## config.mk

```make
export PLATFORM = sky130hd
export DESIGN_NAME = uart_rx_frame_sampler
export DESIGN_NICKNAME = d
export VERILOG_FILES = /design/src/rtl/uart_rx_frame_sampler.sv
export SDC_FILE = /design/constraint.sdc
export NUM_CORES = 1
export LEC_CHECK = 0
export BUFFER_PORTS_ARGS = -buffer_cell sky130_fd_sc_hd__buf_4
export CELL_PAD_IN_SITES_DETAIL_PLACEMENT = 0
export CELL_PAD_IN_SITES_GLOBAL_PLACEMENT = 2
export CORE_MARGIN = 5
export CORE_UTILIZATION = 31
export CTS_CLUSTER_DIAMETER = 200
export DETAILED_ROUTE_END_ITERATION = 10
export PLACE_DENSITY = 0.84
export SLEW_MARGIN = 40
export SYNTH_ARGS = -nofsm -noshare
export SYNTH_HDL_FRONTEND = slang
export SYNTH_SLANG_ARGS = --single-unit
```

## constraint.sdc

```tcl
create_clock -name clk -period 1.6 [get_ports clk]
set_input_delay 0.24 -clock clk [delete_from_list [all_inputs] [get_ports clk]]
set_output_delay 0.24 -clock clk [all_outputs]
set_load 0.02 [all_outputs]
```

## src/rtl/uart_rx_frame_sampler.sv

```systemverilog
// UART receive frame sampler: oversamples the filtered RX line, takes a 2-of-3
// vote around mid-bit and assembles a configurable frame with error status.
module uart_rx_frame_sampler #(
  parameter int OVS       = 16,
  parameter int DATA_BITS = 9
) (
  input  logic                 clk,
  input  logic                 rst_n,
  input  logic                 tick_os,
  input  logic                 rx_filtered,
  input  logic                 falling_edge,
  input  logic [3:0]           cfg_data_bits,
  input  logic                 cfg_parity_en,
  input  logic                 cfg_parity_odd,
  input  logic                 cfg_stop2,
  output logic                 start_detected,
  output logic                 bit_valid,
  output logic                 bit_sample,
  output logic [3:0]           bit_index,
  output logic [DATA_BITS-1:0] rx_data,
  output logic                 rx_valid,
  output logic                 parity_err,
  output logic                 frame_err,
  output logic                 break_det,
  output logic                 busy
);

  localparam int TW = $clog2(OVS);
  localparam int M  = OVS / 2;
  localparam logic [TW-1:0] TICK_LO   = TW'(M - 1);
  localparam logic [TW-1:0] TICK_MID  = TW'(M);
  localparam logic [TW-1:0] TICK_HI   = TW'(M + 1);
  localparam logic [TW-1:0] TICK_LAST = TW'(OVS - 1);
  localparam logic [3:0]    MAX_BITS  = 4'(DATA_BITS);

  typedef enum logic [2:0] {IDLE, START, DATA, PARITY, STOP1, STOP2} state_t;

  state_t        state_q, state_d;
  logic [TW-1:0] tick_cnt;
  logic          samp_lo, samp_mid;
  logic [3:0]    bit_cnt, nbits_q, nbits_cfg;
  logic          par_en_q, par_odd_q, stop2_q;
  logic          all_zero_q;
  logic          active, vote_tick, wrap, vote, last_bit, final_stop;

  assign active     = (state_q != IDLE);
  assign busy       = active;
  assign vote_tick  = active && tick_os && (tick_cnt == TICK_HI);
  assign wrap       = active && tick_os && (tick_cnt == TICK_LAST);
  assign vote       = (samp_lo & samp_mid) | (samp_lo & rx_filtered) | (samp_mid & rx_filtered);
  assign last_bit   = (bit_cnt == nbits_q - 4'd1);
  assign final_stop = (state_q == STOP2) || ((state_q == STOP1) && !stop2_q);

  always_comb begin
    // NOTE: give every combinational output a default before any branch, or a latch is inferred.
    nbits_cfg = cfg_data_bits;
    if (cfg_data_bits < 4'd5)          nbits_cfg = 4'd5;
    else if (cfg_data_bits > MAX_BITS) nbits_cfg = MAX_BITS;
  end

  always_comb begin
    state_d = state_q;
    unique case (state_q)
      IDLE:    if (falling_edge) state_d = START;
      START:   if (vote_tick && vote) state_d = IDLE;
               else if (wrap)         state_d = DATA;
      DATA:    if (wrap && last_bit) state_d = par_en_q ? PARITY : STOP1;
      PARITY:  if (wrap) state_d = STOP1;
      // The final stop bit releases the FSM at its vote, not at the wrap,
      // so a following start edge is caught with maximum resync margin.
      STOP1:   if (vote_tick && final_stop) state_d = IDLE;
               else if (wrap)               state_d = STOP2;
      STOP2:   if (vote_tick) state_d = IDLE;
      default: state_d = IDLE;
    endcase
  end

  // NOTE: reset is synchronous here, so rst_n lives inside the clocked branch, not the sensitivity list.
  always_ff @(posedge clk) begin
    if (!rst_n) state_q <= IDLE;
    else        state_q <= state_d;
  end

  // NOTE: registers are updated with non-blocking assignments so every read sees the pre-edge value.
  always_ff @(posedge clk) begin
    if (!rst_n) begin
      tick_cnt       <= '0;
      samp_lo        <= 1'b0;
      samp_mid       <= 1'b0;
      bit_cnt        <= '0;
      nbits_q        <= '0;
      par_en_q       <= 1'b0;
      par_odd_q      <= 1'b0;
      stop2_q        <= 1'b0;
      all_zero_q     <= 1'b0;
      start_detected <= 1'b0;
      bit_valid      <= 1'b0;
      bit_sample     <= 1'b0;
      bit_index      <= '0;
      rx_data        <= '0;
      rx_valid       <= 1'b0;
      parity_err     <= 1'b0;
      frame_err      <= 1'b0;
      break_det      <= 1'b0;
    end else begin
      start_detected <= 1'b0;
      bit_valid      <= 1'b0;
      rx_valid       <= 1'b0;

      if (!active) begin
        if (falling_edge) begin
          tick_cnt  <= '0;
          bit_cnt   <= '0;
          nbits_q   <= nbits_cfg;
          par_en_q  <= cfg_parity_en;
          par_odd_q <= cfg_parity_odd;
          stop2_q   <= cfg_stop2;
        end
      end else if (tick_os) begin
        tick_cnt <= (tick_cnt == TICK_LAST) ? '0 : tick_cnt + 1'b1;
        if (tick_cnt == TICK_LO)  samp_lo  <= rx_filtered;
        if (tick_cnt == TICK_MID) samp_mid <= rx_filtered;

        if (vote_tick) begin
          unique case (state_q)
            START: if (!vote) begin
              start_detected <= 1'b1;
              rx_data        <= '0;
              parity_err     <= 1'b0;
              frame_err      <= 1'b0;
              break_det      <= 1'b0;
              all_zero_q     <= 1'b1;
            end
            DATA: begin
              bit_valid  <= 1'b1;
              bit_sample <= vote;
              bit_index  <= bit_cnt;
              rx_data    <= rx_data | ({{(DATA_BITS-1){1'b0}}, vote} << bit_cnt);
              all_zero_q <= all_zero_q & ~vote;
            end
            PARITY: begin
              parity_err <= (^rx_data) ^ vote ^ par_odd_q;
              all_zero_q <= all_zero_q & ~vote;
            end
            STOP1, STOP2: begin
              if (!vote) frame_err <= 1'b1;
              all_zero_q <= all_zero_q & ~vote;
              if (final_stop) begin
                rx_valid  <= 1'b1;
                break_det <= all_zero_q & ~vote;
              end
            end
            default: ;
          endcase
        end

        if (wrap && state_q == DATA) bit_cnt <= last_bit ? 4'd0 : bit_cnt + 4'd1;
      end
    end
  end

endmodule

```

# After elaboration in Yosys (flattened, before gate mapping)
# Index checks and enable logic that the tools add are counted.
[totals]
register_bits = 41
latchBits = 0
ramBits = 0
mem_bits_ro = 0
in_bits = 12
mem_count = 0
[classes]
n_addsub = 3
multipliers = 0
n_div = 0
order_cmp = 2
n_eq_ne = 21
n_shift = 1
n_mux = 32
bitwise_logic = 11
n_reduce_logical = 35
[op_table]
columns = ["cell", "n"]
rows = [
  ["$mux 4", 10],
  ["$mux 3", 9],
  ["$reduce_and 5->1", 5],
  ["$pmux 3 s6", 1],
  ["$pmux 9 s2", 1],
  ["$reduce_and 6->1", 3],
  ["$ne 2x2->1 const B", 8],
  ["$eq 4x4->1 const B", 3],
  ["$reduce_bool 2->1", 5],
  ["$mux 9", 1],
  ["$or 9x9->9", 1],
  ["$reduce_and 3->1", 3],
  ["$reduce_xor 9->1", 1],
  ["$shl 1x4->9", 1],
  ["$add 4x1->4 const B", 2],
  ["$logic_and 1x1->1", 8],
  ["$pmux 1 s2", 4],
  ["$reduce_and 4->1", 2],
  ["$eq 3x2->1 const B", 2],
  ["$eq 3x3->1 const B", 2],
  ["$mux 1", 6],
  ["$and 1x1->1", 4],
  ["$eq 4x3->1 const B", 1],
  ["$eq 4x4->1", 1],
  ["17 further kinds", 21],
]

# Longest topological paths before layout
# Gate-level depths: netlist of run 1.
[depth]
depth_word = 7
mapped_depth = 9
ltp_nobuf = 7

# Least setup slack after synthesis of run 1
# No wires, ideal clock.
[synth_timing]
path_kind = "reg2reg"
startpoint = "register nbits_q[0]"
endpoint = "register bit_cnt[3]"
arrival_ps = 1605
required_ps = 1473
path_slack_ps = -132
stages_incl_launch_ff = 8
n_path_buf = 0
period_less_slack_ps = 1732
cell_sequence = "dfxtp_1 inv_1 ha_1 xor2_1 nand3_1 o21ai_2 a311oi_1 or3_1"
[synth_via]
elab_chain_cells = 6
[synth_lines]
columns = ["item", "line_no", "text"]
rows = [
  ["start: declaration", "41", "logic [3:0] bit_cnt, nbits_q, nbits_cfg;"],
  ["start signal: assignment", "114", "nbits_q <= nbits_cfg;"],
  ["$sub 4x1->4", "51", "assign last_bit = (bit_cnt == nbits_q - 4'd1);"],
  ["$eq 4x4->1", "51", ""],
  ["$mux 4 (2 in a row)", "157", "if (wrap && state_q == DATA) bit_cnt <= last_bit ? 4'd0 : bit_cnt + 4'd1;"],
  ["$mux 4", "119", "end else if (tick_os) begin"],
  ["$mux 4", "110", "if (!active) begin"],
  ["end signal: assignment", "157", ""],
  ["end: declaration", "41", ""],
]
# Every way passes these cells. The select of a mux whose other input is x is not followed.
# A chain may end at the register's enable or synchronous reset.

# Worst setup path in the final report of run 1
[layout_timing]
startpoint = "register state_q[1]"
endpoint = "register state_q[0]"
[layout_via]
elab_chain_cells = 6
word_cells_on_any_way = 25
classes_between = "11 x eq/ne; 3 x mux; 11 x reduce/logical"
[layout_lines]
columns = ["item", "line_no", "text"]
rows = [
  ["start: declaration", "38", "state_t state_q, state_d;"],
  ["start signal: assignment", "81", "else state_q <= state_d;"],
  ["$eq 3x3->1 or $reduce_bool 3->1 (tied branches)", "52, 63, 46", ""],
  ["$logic_and 1x1->1 (on tied branches)", "52, 48, 49", ""],
  ["$logic_or 1x1->1 (tied with other cells)", "52", "assign final_stop = (state_q == STOP2) || ((state_q == STOP1) && !stop2_q);"],
  ["$logic_and 1x1->1 (on tied branches)", "71, 65, 67", ""],
  ["$ne 3x2->1 (no source line) (tied with other cells)", "--", ""],
  ["$reduce_and 6->1 (no source line) or $pmux 3 s6 (tied branches)", "--", ""],
]
# Several ways; a longest one is shown, not always the timed one.

==> metrics.cfg, run 1 <==
[status]
status=complete, but fails checks
violations=setup timing

[sta]
hold_violations=0
fmax_mhz=584
relSlewSlack=0.706
rsz0062_at_grt=true
worstMarginPinSlew_ns=0.435
finalCritPeriodShare=1.07
fin_setup_tns_ns=-0.486
slew_viol_final=0
fin_crit_ns=1.71
worst_slack_ns=-0.114
setup_violations=7
skew_ns=0.0117
fin_hold_ws_ns=0.177

[worst_setup_path]
reg2reg_depth=6
path_class=reg2reg
crit_chain=buf_6 -> and2b_1 -> a31o_1 -> a211oi_4 -> a21oi_1 -> a311oi_1
critPathRequiredTime_ns=1.81
timing.rr.end=state_q[0]
crit_path_end_kind=register
path_buf_inv=1
crit_slowest_cell=dfxtp_4
arrival_ns=1.92
critical-path-top-delay-family=compound AO/OA/AOI/OAI gates
rrSetupSlack_ns=-0.11
start_kind=register
r2r-start=state_q[1]
crit_path_max_incr_delay_ns=0.41
crit_fanout=7

[synth]
synth_edf_count=0
synth_area_per_cell_um2=8.56
synth.distinct_cells=58
synth_top_family_by_area=simple AND/OR/NAND/NOR gates
synth_area_leader_cell=dfxtp_1
synthAdderAreaFrac=0.0326
async_flop_share=0
syn_inst=260
yosys.area_share.simple=0.250
synth_warnings=0
ys_seq_area_frac=0.369
synth_compound_area_frac=0.201
ys_ff_latch=41
syn_area_um2=2220
synthTopCellsByArea=dfxtp_1 37%, a21oi_1 5.8%, nor2_1 5.7%
synth_xor_area_frac=0.0652
synth_top_area_frac=0.369
syn_nets=277
muxShareOfSynthArea=0.0135
synth_ff_type=dfxtp_1

[route]
avgRoutedWirePerCell_um=13.9
drc=0
drt_iter0_markers=101
first_pass_iters=4
drtAntennaViolNets=0
vias=2149
viasPerCell=4.86
wl_um=6150

[floorplan]
start_util=0.322
die_x_um=94.7
core_region_area_um2=6910
ios=33
die_area_um2=8970
die_y_um=94.7
fp-row-count=30

[grt]
gr-total-overflow=0
grt_max_degree=18
antenna_found_initial=0
grt_use_total=0.140
grt_first_pass_wirelength_um=9920
grt_pass1_vias=2061

[finish]
num_antenna_cells=0
fin_cells=442
layout.nets=362
layout-drive-gt1-share=0.451
synthToLayoutAreaGrowth_pct=50.3
fillers=674
finish.instance_area_um2=3340

[placement]
finalWeightedCongestion=0.865
dp.cells=428
portBuffers=32
dp_hpwl_um=4540
place_ws_ns=-0.203
dpl_cell_area_um2=2920

[clock_tree]
holdBufCountCts=0
cts_buffer_depth=2
cts-root-buf=clkbuf_8
htreeDepth=2
cts_buffers=5
clock-sinks=41
tritoncts=done
path_clk_slew_ns=0.08
insertion_delay_ns=0.31

[hold_path]
hold_depth=3
holdPathEnd=par_en_q
hold_class=in2reg
hp-start=cfg_parity_en

[pwr]
ir_drop_mv=0.560
p_per_area_nw_per_um2=1260
total_leakage_power_nw=1.38

[flow_run]
maxCapViolCount=0

==> power breakdown <==
part,switching [mW],internal (mW)
registers,0.125,1.13
clock network,0.402,0.628
logic,0.950,0.968
total,1.48,2.73
==> state kept, by name, indices dropped and copies added (netlist names), 3 cells and up <==
signal and count:
rx_data 9, bit_cnt 4, bit_index 4, nbits_q 4, tick_cnt 4, state_q 3
==> Yosys cell counts (all sizes together), types with 4 or more instances <==
| master | instances |
|---|---|
| buf | 10 |
| inv | 10 |
| ha | 5 |
| a311oi | 4 |
| nand2 | 22 |
| and2 | 4 |
| xnor2 | 11 |
| a21oi | 26 |
| nor2 | 34 |
| nand3 | 6 |
| dfxtp | 41 |
| a31oi | 7 |
| o21ai | 11 |
| clkbuf | 6 |
| nor3 | 11 |
| nor2b | 4 |
| nand4 | 4 |
==> placed cells by master, fill, tap and decap left out, drive strengths merged, types with 2 or more instances in the layout <==
cell type   n
a31oi       7
nor2       34
and3        2
inv        11
nand3b      2
nor4        2
nor2b       4
nand3       6
a311oi      4
nand4       4
xor2        3
or4b        2
ha          5
o211a       2
and2        4
a31o        2
nor3b       2
or3         2
clkbuf      6
o311ai      2
bufinv      2
a21oi      26
mux2i       3
and4        2
nand2      22
nor3       11
dfxtp      41
buf        93
o21ai      11
a211oi      3
a21o        2
xnor2      11
==> routing by layer <==
metal | GRT usage | vias to the layer above | wire, um
met1 | 0.182 | 1007 | 2840
met3 | 0.0247 | 7 | 215
met2 | 0.231 | 49 | 3010
met4 | 0.0505 | 0 | 75
met5 | 0 | - | 0
li1 | - | 1086 | -
==> stage by stage <==
stage          total power, mW  utilization
2_1_floorplan             2.22            -
3_3_place_gp              2.78        0.423
3_5_place_dp              2.80        0.423
4_1_cts                   4.05        0.463
5_1_grt                   4.41        0.484
6_report                  4.20        0.484
==> cell type report <==
class                           instances  area (um^2)  share of cell area
Clock buffer                            5         68.8              0.0206
Clock inverter                          3         68.8              0.0206
Inverter                               10         37.5              0.0112
Sequential cell                        41          838               0.251
Multi-Input combinational cell        193         1460               0.436
Tap cell                               96          120              0.0359
Timing Repair Buffer                   94          751               0.225
==> worst reg2reg max path: stages (launching register included) <==
cell and delay (ns):
dfxtp_4 0.41, buf_6 0.11, and2b_1 0.18, a31o_1 0.24, a211oi_4 0.31, a21oi_1 0.10, a311oi_1 0.26
==> cell families (layout without fill, tap and decap cells) <==
family / Yosys count / count (layout)
simple gates: 104 / 104
compound gates: 65 / 65
flops: 41 / 41
buf+inv: 26 / 112
xor+xnor: 15 / 15
fa+ha+maj: 6 / 6
mux: 3 / 3
==> worst max path at each step <==
stage / start / endpoint / depth (start not counted)
2_1_floorplan: state_q[2] / bit_cnt[3] / 6
3_3_place_gp: state_q[1] / state_q[2] / 5
3_5_place_dp: state_q[1] / state_q[2] / 5
4_1_cts: nbits_q[0] / state_q[0] / 7
5_1_grt: state_q[1] / state_q[0] / 6
6_report: state_q[1] / state_q[0] / 6
==> repair_timing <==
| item | CTS | global route |
|---|---|---|
| gates cloned | 0 | 1 |
| gates resized for setup | 26 | 27 |
| setup buffers | 4 | 1 |
| setup endpoints to repair | 29 | 29 |
| pin swaps | 15 | 11 |
No activity file was read; power rests on OpenSTA's default activity.
==> run 2, diff against run 1 <==
--- a/config.mk
+++ b/config.mk
@@ -12,8 +12,9 @@
 export CORE_UTILIZATION = 31
 export CTS_CLUSTER_DIAMETER = 200
 export DETAILED_ROUTE_END_ITERATION = 10
+export GPL_TIMING_DRIVEN = 0
 export PLACE_DENSITY = 0.84
-export SLEW_MARGIN = 40
+export SLEW_MARGIN = 20
 export SYNTH_ARGS = -nofsm -noshare
 export SYNTH_HDL_FRONTEND = slang
 export SYNTH_SLANG_ARGS = --single-unit
==> metrics.cfg, run 2 (synthesis results as in run 1) <==
[sta]
slew_viol_final=0  ; unchanged
setup_violations=5  ; -2
worstMarginPinSlew_ns=0.596  ; +0.161 ns
skew_ns=0.00786  ; -0.00379 ns
rsz0062_at_grt=true
fmax_mhz=572  ; -1.9%
finalCritPeriodShare=1.09  ; +0.0212
hold_violations=0  ; unchanged
fin_setup_tns_ns=-0.462  ; +0.0242 ns
relSlewSlack=0.603  ; -0.103
fin_crit_ns=1.75  ; +0.0339 ns
worst_slack_ns=-0.148  ; -0.0339 ns
fin_hold_ws_ns=0.188  ; +0.0110 ns

[placement]
finalWeightedCongestion=0.784  ; -9.4%
dp_hpwl_um=4100  ; -9.7%
portBuffers=32  ; unchanged

[clock_tree]
path_clk_slew_ns=0.09  ; about the same
cts_buffers=5  ; unchanged
htreeDepth=2  ; unchanged
clock-sinks=41  ; unchanged
cts_buffer_depth=2  ; unchanged
tritoncts=done
cts-root-buf=clkbuf_8
insertion_delay_ns=0.30  ; about the same

[pwr]
p_per_area_nw_per_um2=1220  ; -2.8%
power_mw=3.73  ; -11%
total_leakage_power_nw=1.19  ; -14%
ir_drop_mv=0.521  ; -6.9%

[finish]
final_cell_mix=49 x buf_4, 32 x nor2_1, 32 x dfxtp_1
largest_reg_flops=9  ; unchanged
finalCoreUtilization=0.442  ; -0.0420
top_register=rx_data
layout-drive-gt1-share=0.373  ; -0.0783
num_antenna_cells=0  ; unchanged
layout_commonest_cell=buf_4
layout.nets=331  ; -8.6%
synthToLayoutAreaGrowth_pct=37.2

[floorplan]
die_area_um2=8970  ; unchanged
ios=33  ; unchanged
die_x_um=94.7  ; unchanged
start_util=0.322  ; unchanged
die_y_um=94.7  ; unchanged
fp-row-count=30  ; unchanged
core_region_area_um2=6910  ; unchanged

[route]
drc=0  ; unchanged
viasPerCell=4.97  ; +2.3%
drtAntennaViolNets=0  ; unchanged
vias=2039  ; -5.1%
drt_iter0_markers=124  ; +23%
avgRoutedWirePerCell_um=14.4  ; +3.6%
first_pass_iters=6  ; +2
wl_um=5910  ; -3.9%

[worst_setup_path]
critPathCapture=state_q[2]
rrSetupSlack_ns=-0.15  ; -0.03 ns
crit_fanout=6  ; -1
r2r-start=tick_cnt[1]
crit_path_end_kind=register
startpoint=tick_cnt[1]
timing.rr.end=state_q[2]
reg2reg_depth=8  ; +2
path_class=reg2reg
arrival_ns=1.94  ; +0.02 ns
start_kind=register
critPathRequiredTime_ns=1.80  ; about the same

[status]
violations=setup timing
status=complete, but fails checks

[grt]
gr-total-overflow=0  ; unchanged
antenna_found_initial=0  ; unchanged
grt_pass1_vias=1948  ; -5.5%
grt_first_pass_wirelength_um=9630  ; -2.9%
grt_use_total=0.138  ; -0.00199
grt_max_degree=13  ; -5

[hold_path]
hold_class=in2reg

[flow_run]
maxCapViolCount=0  ; unchanged

[run 2: what timing repair did]
action | CTS | global route
endpoints found under the setup margin | 30 | 28
buffers inserted | 12 | 7
hold buffers | 0 | 0
gates resized for setup | 34 | 23
pin swaps | 13 | 15
endpoints found under the hold margin | 0 | 0
[run 2: cell type report]
| type | count | area (um^2) |
|---|---|---|
| Timing Repair Buffer | 51 | 394 |
| Clock inverter | 2 | 35.0 |
| Sequential cell | 41 | 840 |
| Multi-Input combinational cell | 193 | 1460 |
| Buffer | 12 | 96.3 |
| Clock buffer | 5 | 68.8 |
| Fill cell | 714 | 3850 |
| Inverter | 10 | 37.5 |
| Tap cell | 96 | 120 |
[run 2: worst max-delay path: stages, from the launching register on]
cell and delay, ns:
dfxtp_2 0.34, inv_2 0.07, ha_4 0.15, nand4b_4 0.10
a31o_1 0.26, a211oi_4 0.34, buf_4 0.17, o211ai_1 0.08
o211a_1 0.14
[run 2: where the power goes]
group | total [mW] | switching [mW] | internal (mW)
Clock | 0.826 | 0.372 | 0.454
Sequential | 1.27 | 0.143 | 1.13
Combinational | 1.64 | 0.864 | 0.772
Total | 3.73 | 1.38 | 2.35
[run 2: worst min path at each step]
stage | start | to | slack [ns] | cells past startpoint
final | cfg_parity_en | par_en_q | 0.19 | 3
after global routing | cfg_parity_en | par_en_q | 0.19 | 3
after CTS | cfg_parity_en | par_en_q | 0.18 | 3
after detailed placement | bit_sample | bit_sample | 0.45 | 2
after global placement | all_zero_q | all_zero_q | 0.45 | 2
after floorplan | cfg_parity_en | par_en_q | 0.38 | 2
[run 2: metal layers]
| metal | share of wire | GRT usage |
|---|---|---|
| met1 | 0.47 | 0.177 |
| met2 | 0.48 | 0.234 |
| met3 | 0.034 | 0.0247 |
| met4 | 0.011 | 0.0433 |
| met5 | 0 | 0 |
[run 2: metrics by stage]
stage	cells	worst slack, ns	area (um^2)
global placement	388	-0.296	2610
floorplan	260	-0.0721	2250
CTS	405	-0.122	2930
finish	410	-0.148	3050
global route	410	-0.240	3050
detailed placement	388	-0.336	2610
==> run 3, diff against run 2 <==
--- a/config.mk
+++ b/config.mk
@@ -5,15 +5,15 @@
 export SDC_FILE = /design/constraint.sdc
 export NUM_CORES = 1
 export LEC_CHECK = 0
-export BUFFER_PORTS_ARGS = -buffer_cell sky130_fd_sc_hd__buf_4
 export CELL_PAD_IN_SITES_DETAIL_PLACEMENT = 0
 export CELL_PAD_IN_SITES_GLOBAL_PLACEMENT = 2
 export CORE_MARGIN = 5
-export CORE_UTILIZATION = 31
+export CORE_UTILIZATION = 34
 export CTS_CLUSTER_DIAMETER = 200
 export DETAILED_ROUTE_END_ITERATION = 10
+export DONT_BUFFER_PORTS = 1
 export GPL_TIMING_DRIVEN = 0
-export PLACE_DENSITY = 0.84
+export PLACE_DENSITY = 0.83
 export SLEW_MARGIN = 20
 export SYNTH_ARGS = -nofsm -noshare
 export SYNTH_HDL_FRONTEND = slang
==> metrics.cfg, run 3 (synthesis results as in run 1) <==
[sta]
fin_hold_ws_ns=0.0621  ; -0.125 ns
setup_violations=7  ; +2
fmax_mhz=569  ; -0.51%
fin_setup_tns_ns=-0.644  ; -0.182 ns
finalCritPeriodShare=1.10  ; +0.00556
skew_ns=0.00559  ; -0.00227 ns
worstMarginPinSlew_ns=0.617  ; +0.0216 ns
worst_slack_ns=-0.157  ; -0.00889 ns
fin_crit_ns=1.76  ; +0.00889 ns
slew_viol_final=0  ; unchanged
relSlewSlack=0.588  ; -0.0144
rsz0062_at_grt=true
hold_violations=0  ; unchanged

[clock_tree]
tritoncts=done
clock-sinks=41  ; unchanged
path_clk_slew_ns=0.08  ; about the same
cts-root-buf=clkbuf_8
cts_buffer_depth=2  ; unchanged
htreeDepth=2  ; unchanged
cts_buffers=5  ; unchanged
insertion_delay_ns=0.30  ; about the same

[flow_run]
maxCapViolCount=0  ; unchanged

[worst_setup_path]
crit_path_end_kind=register
reg2reg_depth=8  ; unchanged
crit_fanout=4  ; -2
arrival_ns=1.95  ; about the same
critPathRequiredTime_ns=1.80  ; about the same
start_kind=register
path_class=reg2reg

[hold_path]
hold_class=in2reg
hold_depth=2  ; -1

[finish]
fillers=619  ; -13%
top_register=rx_data
multi_input_area_um2=1480  ; +1.1%
largest_reg_flops=9  ; unchanged
num_antenna_cells=0  ; unchanged
area.sequential_um2=841  ; +0.15%
fin_cells=365  ; -11%
layout_commonest_cell=dfxtp_1
layout-drive-gt1-share=0.333  ; -0.0393
synthToLayoutAreaGrowth_pct=29.5
final_cell_mix=33 x dfxtp_1, 31 x nor2_1, 24 x a21oi_1
layout.nets=304  ; -8.2%

[route]
wl_um=5800  ; -1.9%
avgRoutedWirePerCell_um=15.9  ; +10%
first_pass_iters=6  ; unchanged
viasPerCell=5.27  ; +5.9%
drc=0  ; unchanged
vias=1922  ; -5.7%
drt_iter0_markers=134  ; +8.1%
drtAntennaViolNets=0  ; unchanged

[floorplan]
start_util=0.350  ; +0.0282
ios=33  ; unchanged
die_x_um=90.9  ; -4.0%
core_region_area_um2=6350  ; -8.1%
die_area_um2=8260  ; -7.9%
fp-row-count=29  ; -3.3%
die_y_um=90.9  ; -4.0%

[pwr]
p_per_area_nw_per_um2=1330  ; +8.9%
total_leakage_power_nw=1.07  ; -10%
power_mw=3.83  ; +2.7%
ir_drop_mv=0.600  ; +15%

[grt]
grt_use_met2=0.200  ; -0.0345
top_usage_layer=met2
gr-total-overflow=0  ; unchanged
grt_use_met1=0.189  ; +0.0129
antenna_found_initial=0  ; unchanged
grt_max_degree=14  ; +1
grt_use_total=0.138  ; +0.000176
grt_first_pass_wirelength_um=9240  ; -4.1%
grt_pass1_vias=1844  ; -5.3%
grt_use_met3=0.0458  ; +0.0211

[placement]
finalWeightedCongestion=0.857  ; +9.3%
place_ws_ns=-0.298  ; +0.0383 ns
dp_hpwl_um=4000  ; -2.5%
portBuffers=0  ; -100%
dp.cells=337  ; -13%

[status]
status=complete, but fails checks
violations=setup timing

## run 3: final timing paths
kind,start,to,slack [ns]
max,tick_cnt[1],state_q[2],-0.16
min,cfg_stop2,stop2_q,0.06
max reg2reg,tick_cnt[1],state_q[2],-0.16
min reg2reg,nbits_q[3],nbits_q[3],0.47
## run 3: worst max-delay path: stages (launching register included)
cell,delay [ns]
dfxtp_4,0.37
inv_4,0.06
ha_4,0.14
nand4b_4,0.12
a31o_1,0.26
a211oi_4,0.30
buf_6,0.16
o211ai_1,0.10
o211a_1,0.14
## run 3: layout make-up
| class | count | area share |
|---|---|---|
| sequential | 41 | 0.292 |
| timing repair buffer | 22 | 0.0669 |
| multi-input combinational | 193 | 0.513 |
| tap | 77 | 0.0334 |
| buffer | 14 | 0.0434 |
| clock inverter | 1 | 0.00304 |
| inverter | 10 | 0.0148 |
| clock buffer | 7 | 0.0334 |
## run 3: routing by layer
metal | part of all wire | up-vias
met4 | 0.028 | 0
met2 | 0.44 | 54
met3 | 0.059 | 15
met1 | 0.48 | 882
li1 | - | 971
met5 | 0 | -
## run 3: what timing repair did
item                       in CTS  in global routing
hold buffers                    0                  0
pin swaps                      15                 13
resized for setup              28                 38
setup endpoints to repair      30                 28
buffers inserted               14                  8
## run 3: power by group
| group | internal [mW] | switching [mW] | total [mW] |
|---|---|---|---|
| clock | 0.399 | 0.385 | 0.784 |
| combinational | 0.842 | 0.960 | 1.80 |
| sequential | 1.12 | 0.123 | 1.25 |
## run 3: metrics by stage
stage	utilization	area [um^2]
2_1_floorplan	-	2250
3_3_place_gp	0.370	2350
3_5_place_dp	0.370	2350
4_1_cts	0.421	2680
5_1_grt	0.454	2880
6_report	0.454	2880
